===== config.mk =====
export PLATFORM = sky130hd
export DESIGN_NAME = vram_arbiter_flat
export DESIGN_NICKNAME = d
export VERILOG_FILES = /design/src/rtl/vram_arbiter_pkg.sv /design/src/rtl/vram_arbiter_if.sv /design/src/rtl/vram_arbiter_slot_decode.sv /design/src/rtl/vram_arbiter.sv /design/src/flat_wrapper.sv
export SDC_FILE = /design/constraint.sdc
export NUM_CORES = 1
export LEC_CHECK = 0
export CORE_ASPECT_RATIO = 0.7
export CORE_MARGIN = 2
export CORE_UTILIZATION = 45
export CTS_CLUSTER_SIZE = 20
export DETAILED_ROUTE_END_ITERATION = 10
export PLACE_DENSITY = 0.85
export SYNTH_ARGS = -nofsm -noshare
export SYNTH_HDL_FRONTEND = slang
export SYNTH_SLANG_ARGS = --single-unit
export TNS_END_PERCENT = 50

===== constraint.sdc =====
create_clock -name pxclk -period 4.55 [get_ports pxclk]
set_clock_uncertainty 0.05 [all_clocks]
set_input_delay 1.1375 -clock pxclk [delete_from_list [all_inputs] [get_ports pxclk]]
set_output_delay 1.1375 -clock pxclk [all_outputs]
set_load 0.01 [all_outputs]

===== src/rtl/vram_arbiter_pkg.sv =====
// vram_arbiter_pkg: VRAM slot phases, table field widths and slot strobe bundle
package vram_arbiter_pkg;
  localparam int VRAM_AW = 14;
  localparam int NB_W = 4;
  localparam int PB_W = 3;
  localparam int CB_W = 6;
  localparam logic [3:0] PH_NAME = 4'd0;
  localparam logic [3:0] PH_PAT = 4'd2;
  localparam logic [3:0] PH_COL = 4'd4;
  localparam logic [3:0] PH_XFER = 4'd15;
  typedef struct packed {
    logic ph_name;
    logic ph_pat;
    logic ph_col;
    logic rsv_name;
    logic rsv_pat;
    logic rsv_col;
    logic rsv;
    logic cap_name;
    logic cap_pat;
    logic cap_col;
    logic xfer;
  } slot_t;
endpackage


===== src/rtl/vram_arbiter_if.sv =====
// vram_arbiter_if: CPU-side VRAM port, req held until ack, reads return one cycle later
interface vram_arbiter_if
  import vram_arbiter_pkg::*;
#(
  parameter int AW = VRAM_AW
) ();
  logic          req;
  logic          we;
  logic [AW-1:0] addr;
  logic [7:0]    wdata;
  logic          ack;
  logic [7:0]    rdata;
  logic          rvalid;
  modport master (output req, we, addr, wdata, input ack, rdata, rvalid);
  modport slave (input req, we, addr, wdata, output ack, rdata, rvalid);
endinterface


===== src/rtl/vram_arbiter_slot_decode.sv =====
// vram_arbiter_slot_decode: tile phase and fetch enable to reserved-read and capture strobes
module vram_arbiter_slot_decode
  import vram_arbiter_pkg::*;
(
  input  logic [3:0] i_phase,
  input  logic       i_fetch_en,
  output slot_t      o_slot
);
  logic w_name, w_pat, w_col;
  assign w_name = i_phase == PH_NAME;
  assign w_pat = i_phase == PH_PAT;
  assign w_col = i_phase == PH_COL;
  // each capture lands one cycle after its read, matching the RAM's read latency
  assign o_slot = '{
    ph_name:  w_name,
    ph_pat:   w_pat,
    ph_col:   w_col,
    rsv_name: i_fetch_en && w_name,
    rsv_pat:  i_fetch_en && w_pat,
    rsv_col:  i_fetch_en && w_col,
    rsv:      i_fetch_en && (w_name || w_pat || w_col),
    cap_name: i_phase == PH_NAME + 4'd1,
    cap_pat:  i_phase == PH_PAT + 4'd1,
    cap_col:  i_phase == PH_COL + 4'd1,
    xfer:     i_phase == PH_XFER
  };
endmodule


===== src/rtl/vram_arbiter.sv =====
// vram_arbiter: fixed-slot renderer fetches with double-buffered tile bytes;
// every other RAM cycle goes to the CPU req/ack port.
module vram_arbiter #(
  parameter int VRAM_AW = 14
) (
  input  logic                             pxclk,
  input  logic                             reset,
  input  logic [3:0]                       i_phase,
  input  logic                             i_fetch_en,
  input  logic [4:0]                       i_tile_col,
  input  logic [4:0]                       i_tile_row,
  input  logic [2:0]                       i_line,
  input  logic [vram_arbiter_pkg::NB_W-1:0] i_name_base,
  input  logic [vram_arbiter_pkg::PB_W-1:0] i_pattern_base,
  input  logic [vram_arbiter_pkg::CB_W-1:0] i_colour_base,
  output logic [7:0]                       o_pattern_q,
  output logic [7:0]                       o_colour_q,
  vram_arbiter_if.slave                    cpu,
  output logic [VRAM_AW-1:0]               o_ram_addr,
  output logic                             o_ram_we,
  output logic [7:0]                       o_ram_wdata,
  input  logic [7:0]                       i_ram_rdata
);
  import vram_arbiter_pkg::*;
  slot_t      w_slot;
  logic       w_ack, w_rvalid;
  logic [7:0] r_name, r_pat, r_col, r_pattern_q, r_colour_q, r_rdata;
  logic       r_complete, r_rpend;
  vram_arbiter_slot_decode u_slot (
    .i_phase    (i_phase),
    .i_fetch_en (i_fetch_en),
    .o_slot     (w_slot)
  );
  assign w_ack = cpu.req && !w_slot.rsv && !reset;
  assign w_rvalid = r_rpend && !reset;
  assign cpu.ack = w_ack;
  assign cpu.rvalid = w_rvalid;
  // read data is forwarded straight from RAM in the rvalid cycle and held after
  assign cpu.rdata = w_rvalid ? i_ram_rdata : r_rdata;
  assign o_ram_we = w_ack && cpu.we;
  assign o_ram_wdata = cpu.wdata;
  assign o_ram_addr = w_slot.rsv_name ? {i_name_base, i_tile_row, i_tile_col} :
                      w_slot.rsv_pat  ? {i_pattern_base, r_name, i_line} :
                      w_slot.rsv_col  ? {i_colour_base, r_name} : cpu.addr;
  assign o_pattern_q = r_pattern_q;
  assign o_colour_q = r_colour_q;
  always_ff @(posedge pxclk)
    if (reset) begin
      r_name <= '0;
      r_pat <= '0;
      r_col <= '0;
      r_complete <= 1'b0;
      r_pattern_q <= '0;
      r_colour_q <= '0;
      r_rdata <= '0;
      r_rpend <= 1'b0;
    end else begin
      r_rpend <= w_ack && !cpu.we;
      if (w_rvalid) r_rdata <= i_ram_rdata;
      if (w_slot.cap_name) r_name <= i_ram_rdata;
      if (w_slot.cap_pat) r_pat <= i_ram_rdata;
      if (w_slot.cap_col) r_col <= i_ram_rdata;
      r_complete <= w_slot.ph_name ? i_fetch_en :
                    (w_slot.ph_pat || w_slot.ph_col) ? r_complete && i_fetch_en : r_complete;
      if (w_slot.xfer && r_complete) begin
        r_pattern_q <= r_pat;
        r_colour_q <= r_col;
      end
    end
endmodule


===== src/flat_wrapper.sv =====
// flat-port wrapper written by rule: the top's interface ports become plain ports
module vram_arbiter_flat import vram_arbiter_pkg::*;
#(
  parameter int VRAM_AW = 14
)
  (pxclk, reset, i_phase, i_fetch_en, i_tile_col, i_tile_row, i_line, i_name_base, i_pattern_base, i_colour_base, o_pattern_q, o_colour_q, o_ram_addr, o_ram_we, o_ram_wdata, i_ram_rdata, cpu_req, cpu_we, cpu_addr, cpu_wdata, cpu_ack, cpu_rdata, cpu_rvalid);
  vram_arbiter_if cpu_i ();
  input  logic pxclk;
  input  logic reset;
  input  logic [3:0] i_phase;
  input  logic i_fetch_en;
  input  logic [4:0] i_tile_col;
  input  logic [4:0] i_tile_row;
  input  logic [2:0] i_line;
  input  logic [vram_arbiter_pkg::NB_W-1:0] i_name_base;
  input  logic [vram_arbiter_pkg::PB_W-1:0] i_pattern_base;
  input  logic [vram_arbiter_pkg::CB_W-1:0] i_colour_base;
  output logic [7:0] o_pattern_q;
  output logic [7:0] o_colour_q;
  output logic [VRAM_AW-1:0] o_ram_addr;
  output logic o_ram_we;
  output logic [7:0] o_ram_wdata;
  input  logic [7:0] i_ram_rdata;
  input wire logic [$bits(cpu_i.req)-1:0] cpu_req;
  input wire logic [$bits(cpu_i.we)-1:0] cpu_we;
  input wire logic [$bits(cpu_i.addr)-1:0] cpu_addr;
  input wire logic [$bits(cpu_i.wdata)-1:0] cpu_wdata;
  output wire logic [$bits(cpu_i.ack)-1:0] cpu_ack;
  output wire logic [$bits(cpu_i.rdata)-1:0] cpu_rdata;
  output wire logic [$bits(cpu_i.rvalid)-1:0] cpu_rvalid;
  assign cpu_i.req = cpu_req;
  assign cpu_i.we = cpu_we;
  assign cpu_i.addr = cpu_addr;
  assign cpu_i.wdata = cpu_wdata;
  assign cpu_ack = cpu_i.ack;
  assign cpu_rdata = cpu_i.rdata;
  assign cpu_rvalid = cpu_i.rvalid;
  vram_arbiter #(.VRAM_AW(VRAM_AW)) u_core (.pxclk(pxclk), .reset(reset), .i_phase(i_phase), .i_fetch_en(i_fetch_en), .i_tile_col(i_tile_col), .i_tile_row(i_tile_row), .i_line(i_line), .i_name_base(i_name_base), .i_pattern_base(i_pattern_base), .i_colour_base(i_colour_base), .o_pattern_q(o_pattern_q), .o_colour_q(o_colour_q), .cpu(cpu_i), .o_ram_addr(o_ram_addr), .o_ram_we(o_ram_we), .o_ram_wdata(o_ram_wdata), .i_ram_rdata(i_ram_rdata));
endmodule

======== Word-level counts from Yosys, hierarchy flattened ========
Cells that the tools add are included.
cells by class
  div/mod/pow operators ................... 0
  bitwise operators ....................... 0
  shift operators ......................... 0
  reduce and logical (&&, ||, !) cells .... 19
  multipliers ............................. 0
  magnitude comparators ................... 0
  add/subtract/negate cells ............... 0
  multiplexer cells ....................... 6
  equality and inequality tests ........... 6
operators by type and width
  kind                  count
  $mux W14              3
  $logic_and A1 B1 Y1   11
  $eq A4 B2 Y1 const B  2
  $eq A4 B3 Y1 const B  2
  $mux W8               1
  $eq A4 B1 Y1 const B  1
  $eq A4 B4 Y1 const B  1
  $logic_not A4 Y1      1
  $logic_not A1 Y1      3
  $logic_or A1 B1 Y1    3
  $mux W1               2
  $reduce_bool A2 Y1    1
storage, ports and cells
  input bits .............................. 65
  RAM bits ................................ 0
  ROM bits ................................ 0
  memories ................................ 0
  bits in latches ......................... 0
  bits in registers ....................... 50

======== Depth between registers and ports, before layout ========
  depth after elaboration ................. 8
  gate-level depth with buffers ........... 7
  mapped depth without buffers ............ 4

======== By module ========
From an unflattened synthesis, not the netlist that was laid out.
second synthesis, totals
  cell total of the unflattened synthesis .. 285
  area, all modules ....................... 2731.4 um^2
by module, submodules not included
  module                    area each (um^2)  sequential area each (um^2)  instances  cells each
  vram_arbiter              2612.5            1001.0                       1          268
  vram_arbiter_slot_decode  118.9             0.0                          1          17

======== Least setup slack after synthesis ========
OpenSTA, ideal clock, no wires.
  path type ............................... input -> output
  start ................................... in i_phase[3]
  end ..................................... out o_ram_addr[10]
  path buffers ............................ 2
  stages .................................. 6
  arrival ................................. 2181 ps
  path slack .............................. 1181 ps
  cells stage by stage .................... buf_6 -> nor4b_4 -> clkbuf_2 -> and3_1 -> a211oi_2 -> o21ai_1
on the way
  cells in the longest elaborated chain, start to end .. 5
  elaborated cells between the ends (all ways) .. 9
  those cells by class .................... eq/ne: 2; mux: 3; reduce/logical: 4
RTL lines
  what                 RTL line                        source
  start: declaration   flat_wrapper.sv:10              input logic [3:0] i_phase;
  $eq A4 B3 Y1         vram_arbiter_slot_decode.sv:12  assign w_col = i_phase == PH_COL;
  $logic_and A1 B1 Y1  vram_arbiter_slot_decode.sv:20  rsv_col: i_fetch_en && w_col,
  $mux W14             vram_arbiter.sv:44              w_slot.rsv_col ? {i_colour_base, r_name} : cpu.addr;
  $mux W14             vram_arbiter.sv:43              w_slot.rsv_pat ? {i_pattern_base, r_name, i_line} :
  $mux W14 *           vram_arbiter.sv:42              assign o_ram_addr = w_slot.rsv_name ? {i_name_base, i_tile_row, i_tile_col} :
  end: declaration     flat_wrapper.sv:20              output logic [VRAM_AW-1:0] o_ram_addr;
Mark *: on every way between the ends. The rest lies on a longest branch, timed or not.

======== Worst setup path in the final report ========
  start ................................... in i_phase[0]
  end ..................................... out o_ram_addr[1]
Same word-level chain as after synthesis.

==> metrics.yaml <==
status: "complete, no violations"
grt_pass1_vias: 2372
finalWirelength_um: 7380
ant_nets: 0
fin_nets: 465
synth_area_leader_cell: "dfxtp_1"
cts.htree.levels: 2
yosys-top-cells-area: "dfxtp_1, nand2_1, a21oi_1"
fp.coreArea_um2: 5610
pwr-share-seq: 0.516
synth.most_common_cell: "nand2_1"
crit_fanout: 14
gr-total-overflow: 0
cp.arrival_ns: 3.20
antenna_found_initial: 0
syn_area_um2: 2570
grt_pass1_wl_um: 11300
drc: 0
fmax_ghz: 0.228
whs_path_depth: 2
worst_setup_path_end_kind: "primary output"
die_y_um: 67.3
post_cts_resized: 0
hold_viol: 0
rr_endpoint: "u_core.o_pattern_q[7]"
dr_total_vias: 2544
drt_iter0_drc: 125
async_flop_share: 0
r2r_setup_slack_ns: 3.01
synthCells: 314
hpwl_um: 5270
ys_warn_count: 0
path_clk_slew_ns: 0.08
die-area_um2: 6350
ys.flop_type: "dfxtp_1"
worstHoldPathType: "register to register"
cp_num_cells: 7
io_pins: 114
diodes: 0
cts_buffers: 5
finalCritPeriodShare: 0.965
finalSetupViolations: 0
path_common_cell: "clkdlybuf4s50_1"
max-slew-margin-rel: 0.546
root_buffer: "clkbuf_8"
crit_path_max_incr_delay_ns: 0.51
hold_buffers: 0
whs_ns: 0.405
pwr_density_cell_nw_per_um2: 240
slew_violations: 0
crit_required_ns: 3.36
ir_drop_v: 0.000157
worstMarginPinSlew_ns: 0.680
syn_avg_cell_area_um2: 8.20
track_usage: 0.228
p_int_uw: 657
worst-path-buf-inv: 3
p_sw_uw: 215
wl_per_cell_um: 15.6
via_per_inst: 5.37
synth_top_area_frac: 0.389
nFillCells: 505
path_class: "input port to primary output"
switching_share: 0.246
grt_max_degree: 50
cts_tree: "yes"
num_rows: 23
ys_ff_latch: 50
power.clock.fraction: 0.297
worst_path_dominant_cell_family: "buffers and inverters"
die_w_um: 94.4
start_util: 0.459
cp_cell_sequence: "clkdlybuf4s50_1, nor4b_4, nand2_2, buf_4, a211oi_1, o21ai_0, clkdlybuf4s50_1"
synth_edf_count: 0
gp_congestion: 0.836
reg2reg_from: "u_core.r_complete"
dr.pass1.iters: 5
finalCriticalPeriod_ns: 4.39
syn_to_final_growth_pct: 41.4
cellLeakagePower_uw: 0.00131
cp-startpoint: "i_phase[0]"
place_area_um2: 3560
clock-sinks: 50
drive_gt1_frac: 0.110
ys_seq_area_frac: 0.389
syn_nets: 379
critical-path-slowest-cell: "clkdlybuf4s50_1"
startpoint_type: "input port"
clock_latency_ns: 0.31
r2r_cells: 4
io_buffers: 97
max-clock-path-buffers: 2
fin_tns_setup_ns: 0
critPathCapture: "o_ram_addr[1]"
post_cts_buffers: 0
synth_cell_type_count: 30
rsz0062_at_grt: "no"
synth_common_cells: "nand2_1, dfxtp_1, a21oi_1"
power_frac_comb: 0.187
cap_violations: 0
final_area_um2: 3640
## per-stage QoR
step | setup WS [ns] | std cells | power (uW) | util
after floorplan | 1.18 | 314 | 533 | -
after global placement | 0.244 | 468 | 620 | 0.634
after detailed placement | 0.206 | 468 | 623 | 0.634
after CTS | 0.153 | 474 | 869 | 0.649
after global routing | 0.0655 | 474 | 899 | 0.649
final | 0.161 | 474 | 872 | 0.649
## cells by family after synthesis
kind of cell	after synthesis	share of synthesized area
AOI/OAI and AO/OA	77	0.184
DFF	50	0.389
and+or+nand+nor	131	0.254
muxes	24	0.0972
buffers and inverters	32	0.0763
## layout by cell type, fill, tap and decap left out, drive strengths merged, types with 2 or more instances in the layout
master,count
a211oi,14
a21oi,47
and3,15
buf,13
clkbuf,6
clkdlybuf4s50,97
dfxtp,50
mux2,8
mux2i,16
nand2,82
nand2b,2
nand3,2
nand3b,2
nor2,17
nor2b,2
nor4,3
nor4b,2
o21ai,15
## worst register-to-register path, stage by stage (launching register included)
cell and delay, ns:
dfxtp_1 0.34, and3_1 0.16, nand3_1 0.49, nand2_1 0.26, a21oi_1 0.10
## power by group through the flow
stage / Clock, uW / Combinational (uW) / Sequential, uW
global route: 274 / 174 / 451
floorplan: 0 / 74.8 / 458
CTS: 256 / 163 / 450
global placement: 0 / 160 / 460
finish: 259 / 163 / 450
detailed placement: 0 / 162 / 461
## registers in the layout, indices dropped and copies added (netlist names)
signal              count
u_core.o_colour_q       8
u_core.o_pattern_q      8
u_core.r_col            8
u_core.r_complete       1
u_core.r_name           8
u_core.r_pat            8
u_core.r_rdata          8
u_core.r_rpend          1
## how the worst min path moves through the flow
stage                     slack (ns)                  from                    to
after global routing            0.43  u_core.o_colour_q[0]  u_core.o_colour_q[0]
after detailed placement        0.40       u_core.r_col[4]  u_core.o_colour_q[4]
after CTS                       0.41       u_core.r_col[4]  u_core.o_colour_q[4]
after global placement          0.39       u_core.r_col[7]  u_core.o_colour_q[7]
after floorplan                 0.38       u_core.r_col[0]  u_core.o_colour_q[0]
final                           0.41       u_core.r_col[4]  u_core.o_colour_q[4]
## area by class of cell
cell class,count,area [um^2],share of cell area
multi-input combinational,232,1380,0.378
tap,75,93.8,0.0258
timing repair buffer,110,1080,0.297
clock buffer,6,82.6,0.0227
inverter,1,3.75,0.00103
sequential,50,1000,0.275
## routing by layer
metal / track usage / wire length (um) / vias to the layer above
met5: 0 / 0 / -
met1: 0.292 / 3160 / 1197
li1: - / - / 1234
met2: 0.386 / 3440 / 103
met4: 0.0598 / 99 / 0
met3: 0.0636 / 684 / 10
Note: power is estimated with default switching activity, not from simulation.
